### config.mk
export PLATFORM = sky130hd
export DESIGN_NAME = m_dmem_bridge
export DESIGN_NICKNAME = d
export VERILOG_FILES = /design/src/rtl/m_dmem_bridge.sv
export SDC_FILE = /design/constraint.sdc
export NUM_CORES = 1
export LEC_CHECK = 0
export ABC_AREA = 0
export CORE_MARGIN = 4
export CORE_UTILIZATION = 46
export CTS_BUF_LIST = sky130_fd_sc_hd__clkbuf_4
export CTS_CLUSTER_DIAMETER = 40
export CTS_CLUSTER_SIZE = 16
export DETAILED_ROUTE_END_ITERATION = 10
export PLACE_DENSITY = 0.82
export SLEW_MARGIN = 20
export SYNTH_ARGS = -nofsm -noshare
export SYNTH_HDL_FRONTEND = slang
export SYNTH_SLANG_ARGS = --single-unit
export TNS_END_PERCENT = 30
### constraint.sdc
create_clock -name clk -period 2.91 [get_ports clk]
set_input_delay 0.291 -clock clk [delete_from_list [all_inputs] [get_ports clk]]
set_output_delay 0.291 -clock clk [all_outputs]
set_load 0.005 [all_outputs]
### src/rtl/m_dmem_bridge.sv
// M-stage data-bus bridge: posts stores through a one-entry write buffer and
// runs blocking loads over a request/grant/rvalid word bus.
module m_dmem_bridge #(
  parameter int unsigned ADDR_W = 32
) (
  input  logic              clk,
  input  logic              reset,
  input  logic [ADDR_W-1:0] m_data_addr,
  input  logic [3:0]        m_data_byteen,
  input  logic [31:0]       m_data_wdata,
  input  logic              m_data_rd,
  output logic [31:0]       m_data_rdata,
  output logic              stall,
  output logic              bus_req,
  output logic              bus_we,
  output logic [ADDR_W-1:0] bus_addr,
  output logic [3:0]        bus_byteen,
  output logic [31:0]       bus_wdata,
  input  logic              bus_gnt,
  input  logic              bus_rvalid,
  input  logic [31:0]       bus_rdata
);

  typedef enum logic [1:0] {
    IDLE    = 2'd0,
    RD_REQ  = 2'd1,
    RD_WAIT = 2'd2,
    RD_DONE = 2'd3
  } state_t;

  state_t              state_r;
  state_t              state_nxt_s;
  logic                wb_valid_r;
  logic [ADDR_W-1:0]   wb_addr_r;
  logic [3:0]          wb_be_r;
  logic [31:0]         wb_data_r;
  logic [ADDR_W-1:0]   rd_addr_r;
  logic [31:0]         rdata_r;

  logic [ADDR_W-1:0]   word_addr_s;
  logic                is_store_s;
  logic                drain_s;
  logic                wb_accept_s;
  logic                rd_start_s;
  logic                rd_capture_s;
  logic                stall_s;
  logic                addr_lo_unused_s;

  assign word_addr_s      = {m_data_addr[ADDR_W-1:2], 2'b00};
  assign addr_lo_unused_s = ^m_data_addr[1:0];
  assign is_store_s       = (m_data_byteen != 4'b0000);
  // A buffered write is always the one on the bus, so a grant with wb_valid drains it.
  assign drain_s          = wb_valid_r & bus_gnt;

  // Next-state, store acceptance and stall decode
  always_comb begin
    state_nxt_s  = state_r;
    wb_accept_s  = 1'b0;
    rd_start_s   = 1'b0;
    rd_capture_s = 1'b0;
    stall_s      = 1'b0;
    case (state_r)
      IDLE: begin
        if (is_store_s) begin
          wb_accept_s = ~wb_valid_r | drain_s;
          stall_s     = wb_valid_r & ~drain_s;
        end else if (m_data_rd) begin
          stall_s = 1'b1;
          if (!wb_valid_r) begin
            rd_start_s  = 1'b1;
            state_nxt_s = RD_REQ;
          end else begin
            state_nxt_s = IDLE;
          end
        end else begin
          stall_s = 1'b0;
        end
      end
      RD_REQ: begin
        stall_s = 1'b1;
        if (bus_gnt) begin
          state_nxt_s = RD_WAIT;
        end else begin
          state_nxt_s = RD_REQ;
        end
      end
      RD_WAIT: begin
        stall_s = 1'b1;
        if (bus_rvalid) begin
          rd_capture_s = 1'b1;
          state_nxt_s  = RD_DONE;
        end else begin
          state_nxt_s = RD_WAIT;
        end
      end
      RD_DONE: begin
        state_nxt_s = IDLE;
      end
      default: begin
        state_nxt_s = IDLE;
      end
    endcase
  end

  // Load FSM state register
  always_ff @(posedge clk or negedge reset) begin
    if (!reset) begin
      state_r <= IDLE;
    end else begin
      state_r <= state_nxt_s;
    end
  end

  // Single-entry write buffer; a new store may replace an entry draining this cycle
  always_ff @(posedge clk or negedge reset) begin
    if (!reset) begin
      wb_valid_r <= 1'b0;
      wb_addr_r  <= '0;
      wb_be_r    <= 4'b0000;
      wb_data_r  <= 32'h0000_0000;
    end else if (wb_accept_s) begin
      wb_valid_r <= 1'b1;
      wb_addr_r  <= word_addr_s;
      wb_be_r    <= m_data_byteen;
      wb_data_r  <= m_data_wdata;
    end else if (drain_s) begin
      wb_valid_r <= 1'b0;
    end
  end

  // Read address latch and returned-word holding register
  always_ff @(posedge clk or negedge reset) begin
    if (!reset) begin
      rd_addr_r <= '0;
      rdata_r   <= 32'h0000_0000;
    end else begin
      if (rd_start_s) begin
        rd_addr_r <= word_addr_s;
      end
      if (rd_capture_s) begin
        rdata_r <= bus_rdata;
      end
    end
  end

  // Bus drive from registered state only; write and read never overlap
  always_comb begin
    bus_req = wb_valid_r | (state_r == RD_REQ);
    bus_we  = wb_valid_r;
    if (wb_valid_r) begin
      bus_addr   = wb_addr_r;
      bus_byteen = wb_be_r;
      bus_wdata  = wb_data_r;
    end else begin
      bus_addr   = rd_addr_r;
      bus_byteen = 4'b0000;
      bus_wdata  = 32'h0000_0000;
    end
  end

  // Stall is forced low while reset is held so the pipeline is released immediately.
  assign stall        = stall_s & reset;
  assign m_data_rdata = rdata_r;

endmodule

==> impl_metrics.csv, run 1 <==
group,metric,value,unit
layout,final_nets,697,
place,place_ws,0.198,ns
sta,rsz0062_at_grt,"false",
sta,hold_viol,0,
sta,worst_slew_pin_slew,1.05,ns
floorplan,start_util,0.471,
global_route,grt_pass1_wl,21500,microns
outcome,outcome,"finished clean",
clocking,clock_path_buffers,2,
global_route,antenna_found_initial,1,
logic_synthesis,synth_commonest_cells,"mux2_2 (158), dfrtp_1 (131), and2_1 (36)",
floorplan,core,0.0121,sq mm
drt,ant_nets,0,
logic_synthesis,ys.flop_type,"dfrtp_1",
floorplan,dieHeight,119,microns
place,gp_congestion,0.722,
clocking,tritoncts,"done",
clocking,ctsResizeCount,0,
layout,multi_input_area,0.00224,sq mm
logic_synthesis,synthDistinctLibCells,30,
layout,drive_gt1_frac,0.333,
clocking,cts_buffers,17,
sta,fmax,376,MHz
drt,vias,3802,
drt,drcViolationCount,0,
job,maxCapViolCount,0,
floorplan,die_w,119,microns
layout,register_area,0.00328,sq mm
sta,fin_ws,0.253,ns
critical_path,cp.required,2.62,ns
critical_path,worstPathArrival,2.37,ns
drt,first_pass_iters,4,
logic_synthesis,synth.area.top_cells,"dfrtp_1 (58%), mux2_2 (31%), and2_1 (4.0%)",
critical_path,path_class,"flip-flop to primary output",
logic_synthesis,avgSynthCellArea,15.0,sq um
logic_synthesis,synth_area,0.00568,sq mm
sta,finalCritPeriodShare,0.913,
logic_synthesis,synth_top_area_frac,0.577,
sta,fin_tns_setup,0,ns
floorplan,ios,208,
power,power.total,8450,uW
drt,vias_per_cell,4.94,
worst_hold_path,hold_path_class,"input pin to asynchronous set/reset pin",
logic_synthesis,yosysMostFrequentCell,"mux2_2",
layout,area_growth,42.9,%
sta,maxSlewHeadroom,0.298,
logic_synthesis,synth_edf_count,0,
drt,drt-total-wl,13300,microns
clocking,cts.htree.levels,4,
power,p_leak,0.00346,uW
floorplan,row_count,40,
clocking,root_buffer,"clkbuf_4",
critical_path,crit_fanout,70,
layout,fillers,910,
logic_synthesis,synth_top_area_cell,"dfrtp_1",
global_route,grt_pass1_vias,4178,
logic_synthesis,synth_seq_cells,131,
drt,routedWlPerCell,17.3,microns
drt,drt_iter0_markers,160,
critical_path,r2r_cells,6,
sta,fin_crit,2.66,ns
critical_path,end_kind,"primary output",
clocking,cts_setup_buffers,0,
critical_path,worstSetupStartpointType,"flip-flop",
logic_synthesis,synth_warnings,0,
logic_synthesis,yosysSeqAreaShare,0.577,
global_route,grt_max_degree,71,
power,vdd_ir_drop_max,0.000523,V
sta,hold_ws,0.217,ns
place,dpl.hpwl,9710,microns
power,p_per_area,1040,mW/mm^2
clocking,path_clk_slew,0.11,ns
sta,fin_skew,0.0130,ns
floorplan,die_area,0.0142,sq mm
place,io_buffers,203,
clocking,cts_sinks,131,
sta,maxSlewViolCount,0,
logic_synthesis,synthArstFlopShare,1.00,
global_route,track_usage,0.195,
clocking,cts_hold_buf,1,
sta,setup_viol,0,
global_route,overflow,0,
logic_synthesis,synthCells,380,
clocking,insertion_delay,0.51,ns
[through the flow]
stage	area, sq um	instances	util
after CTS	8110	769	0.673
final	8120	770	0.673
after global placement	7850	736	0.651
after detailed placement	7850	736	0.651
after global routing	8120	770	0.673
after floorplan	5690	381	-
[critical path, cell delays in order, from the launching register on]
cell and delay (ns):
dfrtp_2 0.36, buf_4 0.57, mux2_2 0.41, clkdlybuf4s50_1 0.48
[logic make-up (layout without fill, tap and decap cells)]
| logic type | count (synthesis) | after routing | share of synthesized area |
|---|---|---|---|
| compound gates | 8 | 8 | 0.0143 |
| fa+ha+maj | 4 | 4 | 0.00881 |
| buf+inv | 27 | 247 | 0.0304 |
| flops | 131 | 131 | 0.577 |
| mux | 158 | 158 | 0.313 |
| other cells | 1 | 3 | 0.000660 |
| simple gates | 51 | 51 | 0.0557 |
[worst paths after layout]
check                               from          endpoint  slack (ns)
setup / recovery                  bus_we       bus_addr[9]        0.25
hold / removal                     reset     wb_addr_r[22]        0.22
setup reg to reg              state_r[0]      wb_data_r[1]        0.35
hold reg to reg            wb_data_r[19]     wb_data_r[19]        0.51
max in group asynchronous          reset            bus_we        1.59
min in group clk           bus_rdata[22]  m_data_rdata[22]        0.38
[routing by layer]
layer | share of wire | track usage | vias up
met5 | 0 | 0 | -
met4 | 0.019 | 0.0739 | 0
met3 | 0.073 | 0.0750 | 22
met2 | 0.51 | 0.326 | 134
met1 | 0.40 | 0.227 | 1893
li1 | - | - | 1753
[sequential cells by signal, summed over array words and instances, names as in the netlist, named ones only]
register	cells
rd_addr_r	30
wb_addr_r	30
wb_be_r	4
bus_we	1
wb_data_r	32
state_r	1
m_data_rdata	32
[where the power goes]
part           switching, uW  internal, uW  total [uW]  leakage [uW]
Combinational           1420          2840        4250       0.00172
Sequential               412          2660        3080       0.00160
Clock                    624           498        1120      0.000141
[cell type report]
class,instances,share of cell area
Antenna cell,1,0.000308
Multi-Input combinational cell,223,0.276
Clock inverter,14,0.0148
Clock buffer,18,0.0166
Timing Repair Buffer,212,0.261
Inverter,3,0.00139
Sequential cell,131,0.404
Tap cell,168,0.0259
[layout by cell type (no fill, tap or decap), types with 3 or more instances in the layout]
| master | n |
|---|---|
| mux2_2 | 158 |
| clkinv_2 | 6 |
| buf_4 | 7 |
| clkdlybuf4s50_1 | 202 |
| and2_1 | 36 |
| inv_1 | 3 |
| dfrtp_1 | 130 |
| clkbuf_4 | 18 |
| clkinv_1 | 4 |
| nand2_1 | 3 |
| ha_1 | 4 |
Note: power is estimated with default switching activity, not from simulation.
==> inputs of run 2 (changes only) <==
--- a/config.mk
+++ b/config.mk
@@ -10,9 +10,10 @@
 export CORE_UTILIZATION = 46
 export CTS_BUF_LIST = sky130_fd_sc_hd__clkbuf_4
 export CTS_CLUSTER_DIAMETER = 40
-export CTS_CLUSTER_SIZE = 16
+export CTS_CLUSTER_SIZE = 40
 export DETAILED_ROUTE_END_ITERATION = 10
 export PLACE_DENSITY = 0.82
+export SETUP_SLACK_MARGIN = 0.4
 export SLEW_MARGIN = 20
 export SYNTH_ARGS = -nofsm -noshare
 export SYNTH_HDL_FRONTEND = slang
==> impl_metrics.csv, run 2 (synthesis results as in run 1) <==
group,metric,value,unit
layout,layout_common_cells,"clkdlybuf4s50_1 (201), mux2_2 (158), dfrtp_1 (130)",
sta,maxSlewHeadroom,0.375,
power,vdd_ir_drop_max,0.000530,V
global_route,grt_pass1_vias,4206,
layout,area_growth,43.3,%
critical_path,worstSetupStartpointType,"flip-flop",
place,gp_congestion,0.722,
power,p_leak,0.00347,uW
layout,final_area,0.00814,sq mm
critical_path,cp.required,2.62,ns
floorplan,core,0.0121,sq mm
global_route,track_usage,0.196,
sta,finalCritPeriodShare,0.811,
clocking,insertion_delay,0.51,ns
drt,routedWlPerCell,17.5,microns
critical_path,end_kind,"primary output",
place,dpl.hpwl,9710,microns
place,placed_cell_area,0.00785,sq mm
floorplan,die_w,119,microns
drt,drt-total-wl,13500,microns
critical_path,worstReg2RegStart,"state_r[0]",
drt,drt_iter0_markers,142,
layout,antenna_cells,0,
layout,utilization,0.675,
clocking,tritoncts,"done",
worst_hold_path,hold_path_class,"input pin to asynchronous set/reset pin",
floorplan,row_count,40,
layout,final_common_cell,"clkdlybuf4s50_1",
drt,vias,3811,
clocking,root_buffer,"clkbuf_4",
critical_path,path_class,"flip-flop to primary output",
floorplan,dieHeight,119,microns
floorplan,die_area,0.0142,sq mm
job,maxCapViolCount,0,
power,power.total,8500,uW
sta,hold_viol,0,
place,io_buffers,203,
critical_path,endpoint,"bus_addr[19]",
sta,worst_slew_pin_slew,0.937,ns
clocking,path_clk_slew,0.11,ns
drt,vias_per_cell,4.94,
sta,fin_ws,0.549,ns
critical_path,worstPathArrival,2.07,ns
sta,fin_crit,2.36,ns
sta,setup_viol,0,
global_route,overflow,0,
layout,final_nets,699,
clocking,cts.htree.levels,4,
global_route,antenna_found_initial,0,
sta,fin_tns_setup,0,ns
drt,ant_nets,0,
floorplan,ios,208,
outcome,outcome,"finished clean",
clocking,clock_path_buffers,2,
critical_path,startpoint,"bus_we",
critical_path,r2r_cells,6,
global_route,grt_pass1_wl,21600,microns
drt,drcViolationCount,0,
sta,fmax,424,MHz
floorplan,start_util,0.471,
place,place_ws,0.198,ns
drt,first_pass_iters,6,
critical_path,r2r_setup_slack,0.73,ns
critical_path,crit_fanout,70,
clocking,cts_buffers,17,
layout,drive_gt1_frac,0.337,
clocking,cts_sinks,131,
sta,fin_skew,0.0120,ns
critical_path,r2r-end,"wb_data_r[1]",
power,p_per_area,1040,mW/mm^2
sta,maxSlewViolCount,0,
global_route,grt_max_degree,71,
sta,rsz0062_at_grt,"true",
==> run 2: cell types whose count changed in the layout (fill, tap and decap cells not counted), sizes merged <==
| cell | previous run | this run |
|---|---|---|
| dlygate4sd2 | 0 | 1 |
| nor2 | 2 | 3 |
| diode | 1 | 0 |
| clkdlybuf4s50 | 202 | 201 |
| buf | 9 | 10 |
==> run 2: layout make-up <==
cell class | instances | area, sq um
fillers | 909 | 3920
repair buffers | 213 | 2130
clock inverters | 14 | 120
flip-flops and latches | 131 | 3280
multi-input cells | 224 | 2250
well taps | 168 | 210
inverters | 3 | 11.3
clock buffers | 18 | 135
==> run 2: where the power goes <==
| part | total, uW | internal, uW | switching (uW) |
|---|---|---|---|
| Combinational | 4300 | 2860 | 1440 |
| Clock | 1120 | 498 | 622 |
| Sequential | 3070 | 2670 | 409 |
| Total | 8500 | 6020 | 2480 |
==> run 2: critical path, cell delays in order (launching register included) <==
cell and delay, ns:
dfrtp_2 0.40, buf_12 0.28, mux2_2 0.39, clkdlybuf4s50_1 0.48
==> run 2: metal layers <==
metal / routed length, microns / global-route usage / vias up
met5: 0 / 0 / -
met4: 269 / 0.0746 / 0
met3: 979 / 0.0745 / 24
met2: 6770 / 0.329 / 133
met1: 5500 / 0.228 / 1898
li1: - / - / 1756
==> run 2: metrics by stage <==
stage	std cells	hold WS (ns)
2_1_floorplan	381	-0.00459
3_3_place_gp	736	0.188
3_5_place_dp	736	0.190
4_1_cts	770	0.145
5_1_grt	771	0.167
6_report	771	0.217
==> run 2: worst min-delay path by stage <==
stage          startpoint                         end  slack, ns  cells past startpoint
6_report            reset               wb_addr_r[22]       0.22                      2
4_1_cts             reset               wb_addr_r[22]       0.15                      2
3_3_place_gp        reset               wb_addr_r[22]       0.19                      1
5_1_grt             reset               rd_addr_r[22]       0.17                      2
3_5_place_dp        reset               wb_addr_r[22]       0.19                      1
2_1_floorplan       reset  asynchronous set/reset pin     -0.005                      0
==> run 2: timing repair <==
item,in CTS,in global routing
setup buffers,1,0
pin swaps,0,1
resized for setup,5,0
hold buffers,1,0
hold endpoints to repair,30,0
gates cloned,0,1
endpoints found under the setup margin,101,35
==> inputs of run 3 (changes only) <==
==> constraint.sdc (replaced) <==
create_clock -name clk -period 2.4 [get_ports clk]
set_input_delay 0.24 -clock clk [delete_from_list [all_inputs] [get_ports clk]]
set_output_delay 0.24 -clock clk [all_outputs]
set_load 0.005 [all_outputs]
==> impl_metrics.csv, run 3 (synthesis results as in run 1) <==
group,metric,value,unit
layout,final_nets,719,
floorplan,die_w,119,microns
critical_path,critical-path-top-delay-family,"buffers and inverters",
place,gp_congestion,0.697,
critical_path,end_kind,"primary output",
critical_path,cp.required,2.16,ns
sta,setup_viol,0,
global_route,grt_pass1_wl,22300,microns
drt,ant_nets,0,
critical_path,worstSetupStartpointType,"flip-flop",
sta,fmax,475,MHz
clocking,tritoncts,"done",
drt,drt_iter0_markers,210,
global_route,track_usage,0.202,
worst_hold_path,hold_path_class,"input pin to flip-flop",
drt,routedWlPerCell,18.2,microns
power,p_leak,0.00386,uW
critical_path,worstPathArrival,1.87,ns
layout,area_growth,47.8,%
sta,hold_viol,0,
critical_path,slowest_delay,0.43,ns
floorplan,row_count,40,
sta,fin_crit,2.11,ns
sta,rsz0062_at_grt,"true",
sta,maxSlewViolCount,0,
clocking,path_clk_slew,0.11,ns
global_route,overflow,0,
job,maxCapViolCount,0,
critical_path,crit_fanout,6,
layout,drive_gt1_frac,0.420,
outcome,outcome,"finished clean",
power,p_per_area,1240,mW/mm^2
place,dpl.hpwl,9210,microns
floorplan,start_util,0.471,
critical_path,cp_slowest_cell,"dfrtp_2",
clocking,cts.htree.levels,4,
global_route,grt_pass1_vias,4304,
critical_path,crit_path_frequent_cell,"buf_12",
drt,first_pass_iters,6,
sta,fin_skew,0.0152,ns
power,vdd_ir_drop_max,0.000594,V
sta,hold_ws,0.327,ns
sta,fin_tns_setup,0,ns
clocking,root_buffer,"clkbuf_4",
floorplan,dieHeight,119,microns
global_route,antenna_found_initial,1,
sta,maxSlewHeadroom,0.513,
sta,worst_slew_pin_slew,0.731,ns
clocking,cts_sinks,131,
clocking,cts_buffers,17,
layout,layout_common_cells,"mux2_2 (155), clkdlybuf4s50_1 (149), dfrtp_1 (129)",
sta,finalCritPeriodShare,0.877,
drt,vias_per_cell,4.95,
critical_path,critPathBufInv,5,
clocking,clock_path_buffers,2,
floorplan,core,0.0121,sq mm
drt,drcViolationCount,0,
layout,final_common_cell,"mux2_2",
drt,drt-total-wl,14300,microns
place,io_buffers,203,
critical_path,path_class,"flip-flop to primary output",
floorplan,die_area,0.0142,sq mm
critical_path,crit_chain,"buf_12 -> buf_12 -> buf_12 -> buf_12 -> mux2_2 -> buf_6",
floorplan,ios,208,
global_route,grt_max_degree,132,
clocking,insertion_delay,0.52,ns
drt,vias,3912,
==> run 3: changes by cell type in the layout (fill, tap and decap cells not counted), moves of 4 or more <==
cell / before / now
buf_12: 2 / 10
buf_4: 7 / 12
clkbuf_4: 18 / 22
dlymetal6s2s_1: 0 / 16
buf_6: 1 / 13
buf_2: 0 / 25
clkdlybuf4s50_1: 201 / 149
clkinv_2: 6 / 2
==> run 3: path summary, 6_finish.rpt <==
check / start / to / slack [ns] / depth (start not counted)
worst max-delay path: bus_we / bus_addr[16] / 0.29 / 6
worst min-delay path: bus_rdata[23] / m_data_rdata[23] / 0.33 / 2
worst max register to register: state_r[0] / wb_data_r[16] / 0.43 / 7
worst min register to register: wb_data_r[6] / wb_data_r[6] / 0.51 / 1
max in group asynchronous: reset / wb_addr_r[16] / 1.44 / 3
min in group asynchronous: reset / m_data_rdata[30] / 0.35 / 3
==> run 3: timing repair <==
item	CTS	global route
gates cloned	3	1
setup endpoints to repair	135	67
resized for setup	166	20
hold buffers	1	0
endpoints found under the hold margin	131	0
setup buffers	11	6
==> run 3: final cells by class <==
cell class / count / area [sq um]
Clock inverter: 8 / 40.0
Inverter: 3 / 11.3
Tap cell: 168 / 210
Antenna cell: 1 / 2.50
Sequential cell: 131 / 3280
Multi-Input combinational cell: 223 / 2270
Clock buffer: 22 / 165
Timing Repair Buffer: 234 / 2410
Fill cell: 865 / 3670
==> run 3: worst register-to-register path, cell delays in order, from the launching register on <==
cell and delay [ns]:
dfrtp_2 0.46, inv_2 0.13, ha_4 0.18, buf_4 0.14, o41ai_4 0.10, nor2_4 0.12, buf_12 0.34, mux2_2 0.41
==> run 3: per-stage QoR <==
| stage | cells | setup slack [ns] | util | total power, uW | cell area, sq um |
|---|---|---|---|---|---|
| 2_1_floorplan | 381 | 0.560 | - | 6280 | 5690 |
| 3_3_place_gp | 737 | 0.0377 | 0.654 | 8790 | 7890 |
| 3_5_place_dp | 737 | 0.0610 | 0.654 | 9000 | 7890 |
| 4_1_cts | 782 | 0.222 | 0.684 | 10400 | 8260 |
| 5_1_grt | 790 | 0.192 | 0.696 | 11100 | 8400 |
| 6_report | 790 | 0.295 | 0.696 | 10400 | 8400 |
==> run 3: report_power, final <==
group          switching [uW]  internal (uW)
Combinational            1920           3600
Sequential                506           3230
Clock                     733            438
Total                    3160           7270
==> run 3: metal layers <==
layer  vias up  routed length, microns  track usage
li1       1802                       -            -
met1      1944                    5670        0.240
met2       139                    7190        0.329
met3        27                    1150       0.0836
met4         0                     331       0.0782
met5         -                       0            0
